==> src/rtl/fir_output_quantizer.sv <==
// fir_output_quantizer
//   Output stage of the parallel FIR adder tree. Rounds the raw signed filter
//   sum (half toward +inf), right-shifts it by the coefficient scale, saturates
//   it to OUT_W bits, keeps one sample in every DECIM, and buffers kept samples
//   in a show-ahead FIFO so a stalling consumer does not stall the filter.
// Ports
//   clk, reset     rising-edge clock, synchronous active-high reset
//   in_valid       in_data carries a new filter sample this cycle
//   in_data        signed filter sum (IN_W bits)
//   out_valid      FIFO not empty
//   out_ready      consumer takes out_data this cycle
//   out_data       head-of-FIFO sample, 0 while empty
//   fifo_count     FIFO occupancy
//   sat_flag       sticky: a kept sample was clipped
//   ovf_flag       sticky: a kept sample was dropped on a full FIFO
//   clear_flags    clears both sticky flags (a same-cycle set wins)
module fir_output_quantizer #(
  parameter int IN_W       = 32,
  parameter int OUT_W      = 16,
  parameter int SHIFT      = 15,
  parameter int DECIM      = 4,
  parameter int FIFO_DEPTH = 8
) (
  input  logic                          clk,
  input  logic                          reset,
  input  logic                          in_valid,
  input  logic [IN_W-1:0]               in_data,
  output logic                          out_valid,
  input  logic                          out_ready,
  output logic [OUT_W-1:0]              out_data,
  output logic [$clog2(FIFO_DEPTH):0]   fifo_count,
  output logic                          sat_flag,
  output logic                          ovf_flag,
  input  logic                          clear_flags
);

  localparam int AW = $clog2(FIFO_DEPTH);
  localparam int CW = AW + 1;
  localparam int PW = (DECIM > 1) ? $clog2(DECIM) : 1;
  localparam logic [IN_W:0] RND = {{IN_W{1'b0}}, 1'b1} << (SHIFT - 1);

  // Quantizer (combinational)
  logic signed [IN_W:0]  q_ext;
  logic signed [IN_W:0]  q_rnd;
  logic signed [IN_W:0]  q_shr;
  logic [IN_W:OUT_W-1]   q_hi;
  logic                  q_clip;
  logic [OUT_W-1:0]      q_sat;

  always_comb begin
    // One extra sign bit so +max plus the rounding constant cannot wrap.
    q_ext  = {in_data[IN_W-1], in_data};
    q_rnd  = q_ext + RND;
    q_shr  = q_rnd >>> SHIFT;
    // In range iff every bit above the output sign bit matches it.
    q_hi   = q_shr[IN_W:OUT_W-1];
    q_clip = !((&q_hi) || (~|q_hi));
    q_sat  = q_clip ? {q_shr[IN_W], {(OUT_W-1){~q_shr[IN_W]}}} : q_shr[OUT_W-1:0];
  end

  // State
  logic [PW-1:0]    phase_q, phase_d;
  logic             s1_valid_q, s1_valid_d;
  logic [OUT_W-1:0] s1_data_q, s1_data_d;
  logic             s1_sat_q, s1_sat_d;
  logic [AW-1:0]    wr_ptr_q, wr_ptr_d;
  logic [AW-1:0]    rd_ptr_q, rd_ptr_d;
  logic [CW-1:0]    count_q, count_d;
  logic             sat_q, sat_d;
  logic             ovf_q, ovf_d;
  logic [OUT_W-1:0] mem_q [FIFO_DEPTH];

  logic keep;
  logic fifo_empty;
  logic fifo_full;
  logic pop;
  logic wr_en;
  logic drop;

  always_comb begin
    keep       = in_valid && (phase_q == '0);
    fifo_empty = (count_q == '0);
    fifo_full  = (count_q == CW'(FIFO_DEPTH));
    pop        = !fifo_empty && out_ready;
    // A full FIFO still accepts the write when the head leaves in the same cycle.
    wr_en      = s1_valid_q && (!fifo_full || pop);
    drop       = s1_valid_q && fifo_full && !pop;

    phase_d = phase_q;
    if (in_valid) begin
      phase_d = (phase_q == PW'(DECIM - 1)) ? '0 : phase_q + PW'(1);
    end

    s1_valid_d = keep;
    s1_data_d  = keep ? q_sat : s1_data_q;
    s1_sat_d   = keep && q_clip;

    wr_ptr_d = wr_en ? wr_ptr_q + AW'(1) : wr_ptr_q;
    rd_ptr_d = pop   ? rd_ptr_q + AW'(1) : rd_ptr_q;
    count_d  = count_q + CW'(wr_en) - CW'(pop);

    sat_d = (clear_flags ? 1'b0 : sat_q) | (s1_valid_q && s1_sat_q);
    ovf_d = (clear_flags ? 1'b0 : ovf_q) | drop;
  end

  always_ff @(posedge clk) begin
    if (reset) begin
      phase_q    <= '0;
      s1_valid_q <= 1'b0;
      s1_data_q  <= '0;
      s1_sat_q   <= 1'b0;
      wr_ptr_q   <= '0;
      rd_ptr_q   <= '0;
      count_q    <= '0;
      sat_q      <= 1'b0;
      ovf_q      <= 1'b0;
    end else begin
      phase_q    <= phase_d;
      s1_valid_q <= s1_valid_d;
      s1_data_q  <= s1_data_d;
      s1_sat_q   <= s1_sat_d;
      wr_ptr_q   <= wr_ptr_d;
      rd_ptr_q   <= rd_ptr_d;
      count_q    <= count_d;
      sat_q      <= sat_d;
      ovf_q      <= ovf_d;
    end
  end

  // Storage is not reset; out_data is masked while the FIFO is empty.
  always_ff @(posedge clk) begin
    if (wr_en) begin
      mem_q[wr_ptr_q] <= s1_data_q;
    end
  end

  always_comb begin
    out_valid  = !fifo_empty;
    out_data   = fifo_empty ? '0 : mem_q[rd_ptr_q];
    fifo_count = count_q;
    sat_flag   = sat_q;
    ovf_flag   = ovf_q;
  end

endmodule

==> config.mk <==
export PLATFORM = sky130hd
export DESIGN_NAME = fir_output_quantizer
export DESIGN_NICKNAME = d
export VERILOG_FILES = /design/src/rtl/fir_output_quantizer.sv
export SDC_FILE = /design/constraint.sdc
export NUM_CORES = 1
export LEC_CHECK = 0
export CAP_MARGIN = 20
export CELL_PAD_IN_SITES_DETAIL_PLACEMENT = 0
export CELL_PAD_IN_SITES_GLOBAL_PLACEMENT = 1
export CORE_ASPECT_RATIO = 1.75
export CORE_MARGIN = 8
export CORE_UTILIZATION = 43
export CTS_CLUSTER_DIAMETER = 150
export CTS_CLUSTER_SIZE = 16
export DETAILED_ROUTE_END_ITERATION = 10
export PLACE_DENSITY_LB_ADDON = 0.1
export SLEW_MARGIN = 0
export SYNTH_ARGS = -nofsm -noshare
export SYNTH_HDL_FRONTEND = slang
export SYNTH_SLANG_ARGS = --single-unit
==> constraint.sdc <==
create_clock -name clk -period 2.9 [get_ports clk]
set_input_delay 0.87 -clock clk [delete_from_list [all_inputs] [get_ports clk]]
set_output_delay 0.87 -clock clk [all_outputs]
set_load 0.02 [all_outputs]
-- Yosys cells after proc, flatten, opt, wreduce, memory -nomap -nowiden
Memories as Yosys holds them, arrays and structs flattened. A register that Yosys moved wholly into a read port is not among the register bits.
Index checks and enable logic that the tools add are counted.
- add/sub/neg operators: 6
- eq/ne operators: 2
- multiplexer cells: 9
- reduce and logical (&&, ||, !) cells: 18
- bitwise logic cells: 3
- operator list (kind ; count):
    $add A32 B16 Y33 const B ; 1
    $mux W16 ; 2
    $logic_and A1 B1 Y1 ; 7
    $add A3 B1 Y3 const B ; 2
    $mux W3 ; 2
    $logic_not A1 Y1 ; 5
    $add A4 B1 Y4 ; 1
    $eq A4 B4 Y1 const B ; 1
    $logic_not A4 Y1 ; 1
    $mux W1 ; 4
    $sub A4 B1 Y4 ; 1
    $reduce_and A3 Y1 ; 1
    $reduce_or A3 Y1 ; 1
    $add A2 B1 Y2 const B ; 1
    $eq A2 B2 Y1 const B ; 1
    $logic_not A2 Y1 ; 1
    $logic_or A1 B1 Y1 ; 2
    $mux W2 ; 1
    $or A1 B1 Y1 ; 2
    $not A1 Y1 ; 1
- bits of input ports: 37
- output and inout bits: 23
- logic and storage cells: 48
- memory bits (writable): 128
- memories: 1
- flip-flop bits (word level): 32
- memory list (name ; depth ; width ; read ports ; clocked after memory_dff ; write ports ; line ; source):
    mem_q ; 8 ; 16 ; 1 ; 1 ; 1 ; 71 ; logic [OUT_W-1:0] mem_q [FIFO_DEPTH];

-- Longest topological paths before layout
Gate-level depths: netlist of the first run.
- depth after elaboration: 7
- depth in mapped cells: 13

-- Worst setup path after synthesis of the first run
No wires, ideal clock.
- path kind: input-to-reg
- start: input port out_ready
- end: memory mem_q[0][0], enable pin
- arrival time: 2.621 ns
- setup slack: -0.131 ns
- stages on the path: 4
- library setup time: 0.409 ns
- data required time: 2.491 ns
- path buffers: 0
- cell sequence: nand2b_1 > a31oi_1 > nand2b_1 > nor3_1
- longest elaborated chain between the ends: 5
- RTL lines (what ; line ; source):
    start, declared ; 29 ; input logic out_ready,
    $logic_and A1 B1 Y1 ; 84 ; pop = !fifo_empty && out_ready;
    $logic_or A1 B1 Y1 ; 86 ; wr_en = s1_valid_q && (!fifo_full || pop);
    $logic_and A1 B1 Y1 ; 86 ;
    $mux W1 ; 132 ; if (wr_en) begin
    $mux W1 (implied by the code) ; 133 ; mem_q[wr_ptr_q] <= s1_data_q;
    end, declared ; 71 ;
Every way passes these cells.

==> results.cfg, run 1 <==
[run_status]
run_status = finished clean

[clock_tree]
ctsHoldBuffers = 0
clk_latency_ps = 420
cts_sinks = 163
h-tree-depth = 4
path_clk_slew_ps = 70
root_buffer = clkbuf_16
cts_buffers = 17
cts_buffer_depth = 2
cts_tree = done

[timing]
max_clock_freq_mhz = 348.3
period_needed_ps = 2871
rsz0062_at_grt = true
worst_pin_slew_ps = 354.8
setup_viol = 0
tns_ps = 0
fin_crit_sh = 0.9901
finalClockSkew_ps = 11.30
worst_slew_margin_rel = 0.7631
final_max_slew_viol_count = 0
final_hold_viol_count = 0

[synthesis]
synth.yosys.seq_area_share = 0.6761
ys_ff_latch = 163
synth.avg_cell_area_um2 = 15.35
synth_area_leaders = edfxtp_1 (57%), mux4_2 (11%), dfxtp_1 (10%), nor2_1 (3.1%), mux2i_1 (3.0%)
synthFlopType = edfxtp_1
synth_cell_types = 37
synth_edf_count = 128
synth_top_area_frac = 0.5719
synth_top_area_cell = edfxtp_1
async_flop_share = 0
yosys_warnings = 0
syn_nets = 486
synth_cells = 438
synth_area_mm2 = 0.006721

[place]
gp_congestion = 0.7806
numPortBuffers = 45
dp_hpwl_mm = 9.045
placed_cells = 698

[critical_path]
start_kind = register
cp-end-kind = output port
path_max_fanout = 7
arrival_ps = 2000
worstPathRequired_ps = 2030
path_class = register to output port

[final_layout]
area_growth_pct = 26.55
layout-drive-gt1-share = 0.2653
final_nets = 589
finalNonFillerCells = 740
antenna_cells = 0

[drt]
via_count = 3898
antenna_left = 0
wl_mm = 13.69
wl_per_cell_um = 18.50
via_per_inst = 5.268
first_pass_iters = 4
drc = 0
drt_iter0_drc = 156

[floorplanning]
dieArea_mm2 = 0.02005
num_io_pins = 60
die_width_um = 110.5
std_cell_rows = 60
coreArea_mm2 = 0.01531
start_util = 0.4389
die_y_um = 181.4

[grt]
grt_pass1_wl_mm = 22.32
use_met2 = 0.2658
overflow = 0
grt-busiest-layer = met2
antenna_found_initial = 0
grtUsageMet1 = 0.1487
grt_pass1_vias = 4162
use_met3 = 0.02838
grt_max_degree = 33
grt_usage = 0.1418

[power]
p_per_area_mw_per_mm2 = 813.0
p_leak_nw = 3.010
vdd_ir_drop_max_uv = 482.0

[min_path]
hold_path.class = register to register

[run]
cap_violations = 0
[through the flow]
step / utilization / power [W] / hold slack [ps] / area (µm²) / setup WS [ps]
final: 0.5554 / 0.006915 / 472.9 / 8506 / 28.57
after global routing: 0.5554 / 0.007275 / 505.2 / 8506 / -50.65
after CTS: 0.5515 / 0.006900 / 480.1 / 8446 / -125.2
after detailed placement: 0.5123 / 0.004749 / 463.1 / 7845 / -110.1
after global placement: 0.5123 / 0.004714 / 459.8 / 7845 / -111.5
after floorplan: - / 0.003971 / 438.3 / 6731 / 292.4
[worst paths after layout]
path	start	end	slack, ps	cells past startpoint
max	register	out_data[10]	30	6
min	ovf_flag$_SDFF_PP0_	ovf_flag$_SDFF_PP0_	470	2
max reg2reg	fifo_count[2]$_SDFF_PP0_	fifo_count[2]$_SDFF_PP0_	660	13
min reg2reg	ovf_flag$_SDFF_PP0_	ovf_flag$_SDFF_PP0_	470	2
[cells by family (layout without fill, tap and decap cells)]
group                    count (synthesis)  after routing  synth area share
adder cells (fa/ha/maj)                 11             11           0.02159
AND/OR/NAND/NOR                        123            123           0.08302
flip-flops                             163            163            0.6761
AO/OA/AOI/OAI                           36             36           0.03798
buffers and inverters                   36            152           0.02215
multiplexers                            52             52            0.1370
XOR/XNOR                                17             17           0.02215
[worst max-delay path: stages (launching register included)]
cell and delay (ps):
dfxtp_4 420, buf_12 140, buf_12 130, mux4_2 520, mux2i_2 170, nor2_1 60
buf_2 160
[power by group]
| group | total, W | switching [W] | leakage (nW) | internal (W) |
|---|---|---|---|---|
| Combinational | 0.00192 | 0.000958 | 1.26 | 0.000967 |
| Clock | 0.00221 | 0.000974 | 0.286 | 0.00123 |
| Sequential | 0.00279 | 0.000125 | 1.46 | 0.00266 |
| Total | 0.00692 | 0.00206 | 3.01 | 0.00486 |
[Yosys cell counts, drive strengths merged, types with 2 or more instances]
cell type    n
edfxtp     128
nor2        55
dfxtp       35
mux4        32
nand2       29
mux2i       20
a211oi      17
inv         16
clkbuf      13
ha          10
nand3       10
xor2        10
a21oi        8
buf          7
xnor2        7
nand2b       6
nand4        6
nor3         5
nor4         4
o21ai        3
or4          3
a21o         2
and2         2
o21a         2
[final cells by class]
cell class              count  area, µm²
clock buffers              18      429.2
well taps                 186      232.7
fillers                  1301       6809
flip-flops and latches    163       4548
multi-input cells         239       2049
repair buffers            104       1022
inverters                  16      60.06
clock inverters            14      163.9
[routing by layer]
layer / share of wire / vias up
met4: 0.020 / 0
met5: 0 / -
met3: 0.032 / 17
li1: - / 1870
met2: 0.56 / 69
met1: 0.38 / 1942
[cells in the final DEF (no fill, tap or decap), types with 7 or more instances in the layout]
cell type | netlist | final
a211oi_1 | 16 | 16
clkdlybuf4s50_1 | 0 | 28
xor2_1 | 10 | 10
buf_12 | 0 | 14
edfxtp_1 | 128 | 128
inv_1 | 16 | 16
xnor2_1 | 7 | 7
dfxtp_1 | 35 | 34
mux2i_1 | 20 | 17
nand2_1 | 29 | 29
mux4_2 | 32 | 32
ha_1 | 10 | 10
nor2_1 | 55 | 55
buf_4 | 0 | 45
a21oi_1 | 8 | 8
clkbuf_16 | 0 | 17
nand3_1 | 9 | 9
buf_2 | 5 | 10
[state kept, by name, indices dropped and copies added (netlist names), named ones only]
signal / count
mem_q: 128
s1_data_q: 16
fifo_count: 4
rd_ptr_q: 3
wr_ptr_q: 3
phase_q: 2
ovf_flag: 1
s1_sat_q: 1
s1_valid_q: 1
sat_flag: 1
[repair_timing]
item                       4_1_cts  5_1_grt
setup endpoints to repair       17       14
buffers inserted                 0        9
pin swaps                        0        1
cloned                           1        0
gates resized for setup         48       24
No activity file was read; power rests on OpenSTA's default activity.
==> run 2: changes to the inputs <==
Settings changed: CORE_UTILIZATION 43 to 48.
Clock period 2.9 ns to 3.1 ns, I/O delays scaled along.
==> run 2 against run 1 <==
Final cell count decreased by 3.1%. Non-clock buffer count decreased by 13. Register-to-register slack gained 360 ps. Count of clock-buffer cells in the layout decreased by 1. First-iteration DRC count grew 8.3%. Sequential share of layout area increased by 0.71 points. Worst setup slack better by 81 ps. Final area shrank 1.3%. Combinational power is 8% lower. Sequential power down 7%. Sequential cell count unchanged.
==> results.cfg, run 2 (synthesized netlist as in run 1, its figures left out) <==
[clock_tree]
cts_tree = done
ctsHoldBuffers = 0
cts_sinks = 163
path_clk_slew_ps = 60
clk_latency_ps = 410
h-tree-depth = 4
cts_buffers = 17
root_buffer = clkbuf_16
cts_buffer_depth = 2

[floorplanning]
num_io_pins = 60
start_util = 0.4883
die_y_um = 172.5
std_cell_rows = 57
coreArea_mm2 = 0.01376
dieArea_mm2 = 0.01819
die_width_um = 105.5

[place]
numPortBuffers = 45
gp_congestion = 0.7808
dp_hpwl_mm = 8.658
placed_cells = 677
pre_cts_ws_ps = -21.76
postPlaceCellArea_mm2 = 0.007731

[final_layout]
top_register = mem_q
layout-drive-gt1-share = 0.2222
layout_commonest_cell = edfxtp_1
fillerInstances = 1033
final_cell_mix = edfxtp_1 (128), nor2_1 (55), dfxtp_1 (34), mux4_2 (32), buf_4 (32)
antenna_cells = 0
finalNonFillerCells = 717
final_nets = 576
area_growth_pct = 24.89
design_area_mm2 = 0.008394
largest_register_ffs = 128

[grt]
grt_pass1_wl_mm = 21.10
grt_usage = 0.1507
grt_max_degree = 34
grt_pass1_vias = 3962
overflow = 0
antenna_found_initial = 0

[power]
p_leak_nw = 2.949
vdd_ir_drop_max_uv = 524.1
p_per_area_mw_per_mm2 = 762.2

[timing]
worst_slew_margin_rel = 0.6101
fin_crit_sh = 0.9646
setup_viol = 0
finalClockSkew_ps = 9.229
tns_ps = 0
fin_ws_ps = 109.8
final_hold_viol_count = 0
final_max_slew_viol_count = 0
worst_pin_slew_ps = 584.9
period_needed_ps = 2990
max_clock_freq_mhz = 334.4

[run_status]
run_status = finished clean

[critical_path]
cp-end-kind = output port
worstPathRequired_ps = 2170
path_max_fanout = 8
path_class = register to output port
arrival_ps = 2060
start_kind = register

[drt]
first_pass_iters = 4
drt_iter0_drc = 169
via_per_inst = 5.354
wl_mm = 13.17
via_count = 3839
antenna_left = 0
wl_per_cell_um = 18.37
drc = 0

[run]
cap_violations = 0

[min_path]
hold_path.class = register to register
[run 2: metal layers]
metal  track usage  vias up  wire length (µm)
met5             0        -                 0
met4       0.05685        0               189
met3       0.03313       14               374
met2        0.2836       58              7504
met1        0.1558     1917              5105
li1              -     1850                 -
[run 2: metrics by stage]
step	hold slack, ps	power, W	util
finish	469.9	0.006398	0.6099
global route	500.7	0.006706	0.6099
CTS	478.1	0.006412	0.6061
detailed placement	466.7	0.004410	0.5617
global placement	464.5	0.004381	0.5617
floorplan	438.3	0.003714	-
[run 2: layout make-up]
class / count / area (µm²) / share of cell area
sequential: 163 / 4548 / 0.5418
tap: 177 / 221.5 / 0.02638
clock inverter: 14 / 156.4 / 0.01863
timing repair buffer: 91 / 942.2 / 0.1122
inverter: 16 / 60.06 / 0.007155
multi-input combinational: 239 / 2041 / 0.2431
clock buffer: 17 / 425.4 / 0.05068
[run 2: report_power, final]
| group | switching (W) | total (W) | internal, W |
|---|---|---|---|
| Sequential | 0.000111 | 0.00260 | 0.00249 |
| Combinational | 0.000875 | 0.00176 | 0.000889 |
| Clock | 0.000838 | 0.00203 | 0.00120 |
| Total | 0.00182 | 0.00640 | 0.00457 |
[run 2: path summary, 6_finish.rpt]
kind / from / to / slack (ps) / depth (start not counted)
worst max-delay path: register / out_data[6] / 110 / 6
worst max register to register: fifo_count[2]$_SDFF_PP0_ / fifo_count[2]$_SDFF_PP0_ / 1020 / 11
worst min-delay path: ovf_flag$_SDFF_PP0_ / ovf_flag$_SDFF_PP0_ / 470 / 2
worst min register to register: ovf_flag$_SDFF_PP0_ / ovf_flag$_SDFF_PP0_ / 470 / 2
[run 2: worst max-delay path, stage by stage (launching register included)]
cell,delay (ps)
dfxtp_4,400
buf_12,150
buf_12,110
mux4_2,490
mux2i_1,140
nor2_1,50
dlygate4sd2_1,320
[run 2: what timing repair did]
item                                    in CTS  in global routing
setup buffers                                4                  5
endpoints found under the hold margin        0                  0
pin swaps                                    0                  1
endpoints found under the setup margin      17                  7
gates resized for setup                     29                  2
